==> config.mk <==
export PLATFORM = sky130hd
export DESIGN_NAME = alu_arbiter
export DESIGN_NICKNAME = d
export VERILOG_FILES = /design/src/rtl/alu_arbiter.sv
export SDC_FILE = /design/constraint.sdc
export NUM_CORES = 1
export LEC_CHECK = 0
export CORE_MARGIN = 4
export CORE_UTILIZATION = 42
export DETAILED_ROUTE_END_ITERATION = 6
export PLACE_DENSITY = 0.84
export SYNTH_ARGS = -nofsm -noshare
export SYNTH_HDL_FRONTEND = slang
export SYNTH_SLANG_ARGS = --single-unit
==> constraint.sdc <==
create_clock -name clk -period 4.1 [get_ports clk]
set_input_delay 1.23 -clock clk [delete_from_list [all_inputs] [get_ports clk]]
set_output_delay 1.23 -clock clk [all_outputs]
set_load 0.02 [all_outputs]
==> src/rtl/alu_arbiter.sv <==
// Two-requester front end for one shared combinational ALU. It keeps one operation in flight
// and holds the response until it is taken. Define ALU_ARB_RR_EN for round-robin arbitration.
module alu_arbiter #(
    parameter int unsigned ALU_LAT = 1
) (
    input  logic       clk,
    input  logic       rst_n,
    input  logic       i_req0_valid,
    output logic       o_req0_ready,
    input  logic [7:0] i_req0_a,
    input  logic [7:0] i_req0_b,
    input  logic [3:0] i_req0_op,
    input  logic       i_req1_valid,
    output logic       o_req1_ready,
    input  logic [7:0] i_req1_a,
    input  logic [7:0] i_req1_b,
    input  logic [3:0] i_req1_op,
    output logic [7:0] o_alu_a,
    output logic [7:0] o_alu_b,
    output logic [3:0] o_alu_opcode,
    input  logic [7:0] i_alu_result,
    input  logic       i_alu_carry,
    input  logic       i_alu_zero,
    input  logic       i_alu_overflow,
    input  logic       i_alu_sign,
    output logic       o_rsp_valid,
    input  logic       i_rsp_ready,
    output logic       o_rsp_id,
    output logic [7:0] o_rsp_result,
    output logic [3:0] o_rsp_flags,
    output logic       o_busy
);

    typedef enum logic [1:0] {StIdle, StIssue, StResp} state_e;

    state_e     r_state;
    state_e     w_state_next;
    logic [3:0] r_cnt;
    logic [7:0] r_alu_a;
    logic [7:0] r_alu_b;
    logic [3:0] r_alu_opcode;
    logic       r_rsp_id;
    logic [7:0] r_rsp_result;
    logic [3:0] r_rsp_flags;
    logic       w_idle;
    logic       w_grant;
    logic       w_accept;
    logic       w_capture;

    assign w_idle = (r_state == StIdle);

`ifdef ALU_ARB_RR_EN
    logic r_last;

    // Contested grant goes to whoever was not served last; reset value favours req0 first.
    always_comb begin
        if (i_req0_valid && i_req1_valid) begin
            w_grant = ~r_last;
        end else begin
            w_grant = i_req1_valid;
        end
    end

    always_ff @(posedge clk or negedge rst_n) begin
        if (!rst_n) begin
            r_last <= 1'b1;
        end else if (w_accept) begin
            r_last <= w_grant;
        end
    end
`else
    always_comb w_grant = i_req1_valid && !i_req0_valid;
`endif

    assign o_req0_ready = w_idle && !w_grant && i_req0_valid;
    assign o_req1_ready = w_idle && w_grant && i_req1_valid;
    assign w_accept     = o_req0_ready || o_req1_ready;
    assign w_capture    = (r_state == StIssue) && (r_cnt == 4'd1);

    always_comb begin
        w_state_next = r_state;
        unique case (r_state)
            StIdle:  if (w_accept) w_state_next = StIssue;
            StIssue: if (w_capture) w_state_next = StResp;
            StResp:  if (i_rsp_ready) w_state_next = StIdle;
            default: w_state_next = StIdle;
        endcase
    end

    always_ff @(posedge clk or negedge rst_n) begin
        if (!rst_n) begin
            r_state      <= StIdle;
            r_cnt        <= 4'd0;
            r_alu_a      <= 8'd0;
            r_alu_b      <= 8'd0;
            r_alu_opcode <= 4'd0;
            r_rsp_id     <= 1'b0;
            r_rsp_result <= 8'd0;
            r_rsp_flags  <= 4'd0;
        end else begin
            r_state <= w_state_next;
            if (w_accept) begin
                r_cnt        <= 4'(ALU_LAT);
                r_alu_a      <= w_grant ? i_req1_a : i_req0_a;
                r_alu_b      <= w_grant ? i_req1_b : i_req0_b;
                r_alu_opcode <= w_grant ? i_req1_op : i_req0_op;
                r_rsp_id     <= w_grant;
            end else if (r_state == StIssue) begin
                r_cnt <= r_cnt - 4'd1;
            end
            if (w_capture) begin
                r_rsp_result <= i_alu_result;
                r_rsp_flags  <= {i_alu_carry, i_alu_zero, i_alu_overflow, i_alu_sign};
            end
        end
    end

    assign o_alu_a      = r_alu_a;
    assign o_alu_b      = r_alu_b;
    assign o_alu_opcode = r_alu_opcode;
    assign o_rsp_valid  = (r_state == StResp);
    assign o_rsp_id     = r_rsp_id;
    assign o_rsp_result = r_rsp_result;
    assign o_rsp_flags  = r_rsp_flags;
    assign o_busy       = !w_idle;

endmodule

# After elaboration in Yosys (flattened, before gate mapping)

Index checks and enable logic that the tools add are counted.
Widths: inputs -> output; s select.

Register bits: 39
Input port bits: 57

Add/sub/neg operators: 1
Equal/unequal tests: 6
Multiplexer cells: 9
Reductions and logical operators: 13

Operator list:

| operator            | number |
|---|---|
| $mux 8              | 2 |
| $mux 4              | 3 |
| $logic_and 1x1->1   | 6 |
| $mux 2              | 3 |
| $pmux 2 s3          | 1 |
| $eq 4x1->1 const B  | 1 |
| $ne 2x1->1 const B  | 2 |
| $sub 4x1->4 const B | 1 |
| $logic_not 1->1     | 3 |
| $reduce_and 3->1    | 1 |
| $eq 2x1->1 const B  | 1 |
| $eq 2x2->1 const B  | 1 |
| $logic_not 2->1     | 1 |
| $ne 2x2->1 const B  | 1 |
| $reduce_bool 2->1   | 1 |
| $logic_or 1x1->1    | 1 |

# Logic depth before layout (Yosys ltp)

Depth after elaboration: 8
Gate-level depth with buffers: 6
Depth with buffers taken out: 5

# Least setup slack after synthesis

Ideal clock, no wire load.

Kind: input -> output
From: input port i_req0_valid
To: output port o_req1_ready
Arrival: 1,914 ps
Data required time: 2,870 ps
Path slack: 956 ps
Cell stages on the path: 4
Path buffers: 2
Cells stage by stage: nand2b_1 -> clkbuf_2 -> buf_6 -> nor2_1

Cells in the longest elaborated chain, start to end: 4

Ends and longest elaborated chain:

| item                            | RTL line | text |
|---|---|---|
| from (decl)                     | 8        | `input logic i_req0_valid,` |
| $logic_not 1->1                 | 72       | `always_comb w_grant = i_req1_valid && !i_req0_valid;` |
| $logic_and 1x1->1               | 72       |  |
| $logic_and 1x1->1 (2 in series) | 76       | `assign o_req1_ready = w_idle && w_grant && i_req1_valid;` |
| to (decl)                       | 14       | `output logic o_req1_ready,` |

No other way between the ends.

# Final worst setup path

Same ends and word-level chain as after synthesis.

==> results.yml <==
sta:
  setup_ws_ns: 0.265
  worst_pin_slew_ns: 0.885
  max_slew_margin_pct: 41.0
  finalCritPeriodShare_pct: 93.5
  setup_tns_ns: 0
  drv_slew: 0
  finalHoldViolCount: 0
  skew_ns: 0.00684
  rsz0062_at_grt: "false"
  setup_viol: 0
  fmax_mhz: 261
  fin_crit_ns: 3.83
worst_hold_path:
  holdPathStages: 1
  min_from: "r_cnt[3]"
  hold_end: "r_cnt[3]"
  hold_class: "reg2reg"
clock_tree:
  cts_tree: "done"
  cts_resized: 0
  clkSinkCount: 39
  numCtsBuffers: 5
  clk_latency_ns: 0.29
  post_cts_buffers: 0
  clock_path_buffers: 2
  cts_hold_buf: 0
  root_buffer: "clkbuf_8"
  cts_max_level: 2
  path_clk_slew_ns: 0.07
critical_path:
  cpMostUsedCell: "clkdlybuf4s50_1"
  timing.rr.end: "o_rsp_result[6]"
  slowest_stage: "clkdlybuf4s50_1"
  crit_path_max_incr_delay_ns: 0.63
  worstSetupPathType: "in2out"
  critPathRequiredTime_ns: 2.87
  startpoint_type: "input pin"
  cp_max_fo: 4
  path_cells: "clkdlybuf4s50_1 > nand2b_1 > nor2_1 > clkdlybuf4s50_1"
  r2r_cells: 5
  r2r_start: "r_cnt[1]"
  critPathArrivalTime_ns: 2.60
  worst_setup_path_end_kind: "output pin"
  rrSetupSlack_ns: 2.47
synth:
  synth_cell_types: 27
  syn-instance-count: 153
  netlist_area_um2: 1820
  ys_seq_elements: 39
  syn_avg_cell_area_um2: 11.9
  ys_seq_area_share_pct: 53.6
  synth_warnings: 0
  synth_nets: 212
global_route:
  grt_overflow_total: 0
  grt_start_max_net_pins: 40
  antenna_found_initial: 0
  grt_first_pass_wirelength_mm: 6.88
  grt_use_total_pct: 16.9
  grt_pass1_vias: 1494
drt:
  num_vias: 1490
  drc: 0
  routed_wl_mm: 4.43
  drtAntennaViolNets: 0
  dr.first_iter.drc_count: 40
  via_per_inst: 5.03
  dr.pass1.iters: 4
  wire_per_inst_um: 15.0
power_and_ir_drop:
  p_per_area_nw_per_um2: 743
  leakage_nw: 1.31
  vdd_drop_max_v: 0.000351
die:
  start_util_pct: 44.5
  die-area_um2: 5450
  pin_count: 94
  chipHeight_um: 73.8
  die_w_um: 73.8
  core_area_um2: 4090
  row_count: 23
final_layout:
  nets: 304
  fin_area_um2: 2890
  layout_common_cells: "92 x clkdlybuf4s50_1, 39 x dfrtp_1, 37 x o21ai_0, 21 x mux2i_1, 9 x mux2_4"
  drive_above_1_share_pct: 11.4
  layout_commonest_cell: "clkdlybuf4s50_1"
  n_antenna_cell: 0
  syn_to_final_growth_pct: 58.8
  nFillCells: 315
place:
  routabilityCongestion: 0.792
  dp_hpwl_mm: 3.23
  place_area_um2: 2760
  pre_cts_ws_ns: 0.255
  place.port_buffers: 93
status:
  status: "completed"
run:
  cap_violations: 0
-- where the power goes --
part | total, mW | internal, mW | switching, mW
combinational | 1.10 | 0.560 | 0.538
sequential | 0.672 | 0.573 | 0.0993
clock | 0.376 | 0.243 | 0.133
total | 2.15 | 1.38 | 0.771
-- synth_stat cells, drive strengths merged --
master | count | area (um^2)
and3 | 1 | 6.26
buf | 4 | 38.8
nor2b | 1 | 13.8
mux2 | 12 | 169
nand2 | 4 | 17.5
o21ai | 44 | 224
nor3b | 1 | 12.5
nor2 | 4 | 15.0
nor4 | 1 | 6.26
clkbuf | 6 | 27.5
nand3b | 1 | 7.51
nand2b | 2 | 12.5
and2 | 2 | 12.5
or2b | 1 | 8.76
xnor2 | 2 | 17.5
a21oi | 1 | 5.00
dfrtp | 39 | 976
mux2i | 21 | 210
ha | 2 | 25.0
inv | 4 | 15.0
-- final cells by class --
type	count	area [um^2]	share of cell area (%)
Multi-Input combinational cell	100	763	26.4
Clock buffer	6	72.6	2.51
Sequential cell	39	976	33.8
Tap cell	50	62.6	2.16
Clock inverter	2	60.1	2.08
Timing Repair Buffer	95	941	32.6
Inverter	4	15.0	0.519
-- how the worst max path moves through the flow --
stage	start	to	slack [ns]	depth (start not counted)
6_report	i_req0_valid	o_req1_ready	0.27	4
2_1_floorplan	i_req0_valid	o_req1_ready	0.96	4
3_5_place_dp	i_req0_valid	o_req1_ready	0.26	4
3_3_place_gp	i_req0_valid	o_req1_ready	0.25	4
4_1_cts	i_req0_valid	o_req1_ready	0.25	4
5_1_grt	i_req1_valid	o_req1_ready	0.24	4
-- logic make-up (layout without fill, tap and decap cells) --
| kind of cell | count (synthesis) | count (layout) | share of synthesized area, % |
|---|---|---|---|
| simple gates | 18 | 18 | 6.19 |
| xor+xnor | 2 | 2 | 0.962 |
| mux | 33 | 33 | 20.8 |
| fa+ha+maj | 2 | 2 | 1.37 |
| flops | 39 | 39 | 53.6 |
| compound gates | 45 | 45 | 12.6 |
| buf+inv | 14 | 107 | 4.47 |
-- critical path, delay by kind of cell --
family,cells,cell delay (ns)
buf+inv,2,1.08
simple gates,2,0.29
-- sequential cells by signal (all words and copies together) (netlist names) --
register,count
o_rsp_flags,4
r_state,2
o_rsp_id,1
o_alu_opcode,4
r_cnt,4
o_alu_a,8
o_rsp_result,8
o_alu_b,8
-- metal layers --
layer,up-vias,wire (um),track usage [%]
met4,0,44,4.83
met5,-,0,0
met1,720,1750,18.4
met3,6,411,7.39
li1,714,-,-
met2,50,2220,29.7
-- stage by stage --
step                      instances  hold WS, ns  util [%]  power, mW
final                           296        0.496      70.7       2.15
after global routing            296        0.515      70.7       2.28
after CTS                       296        0.501      70.7       2.17
after detailed placement        288        0.491      67.5       1.79
after global placement          288        0.483      67.5       1.76
after floorplan                 153        0.465         -       1.30
(Power assumes the default switching activity.)
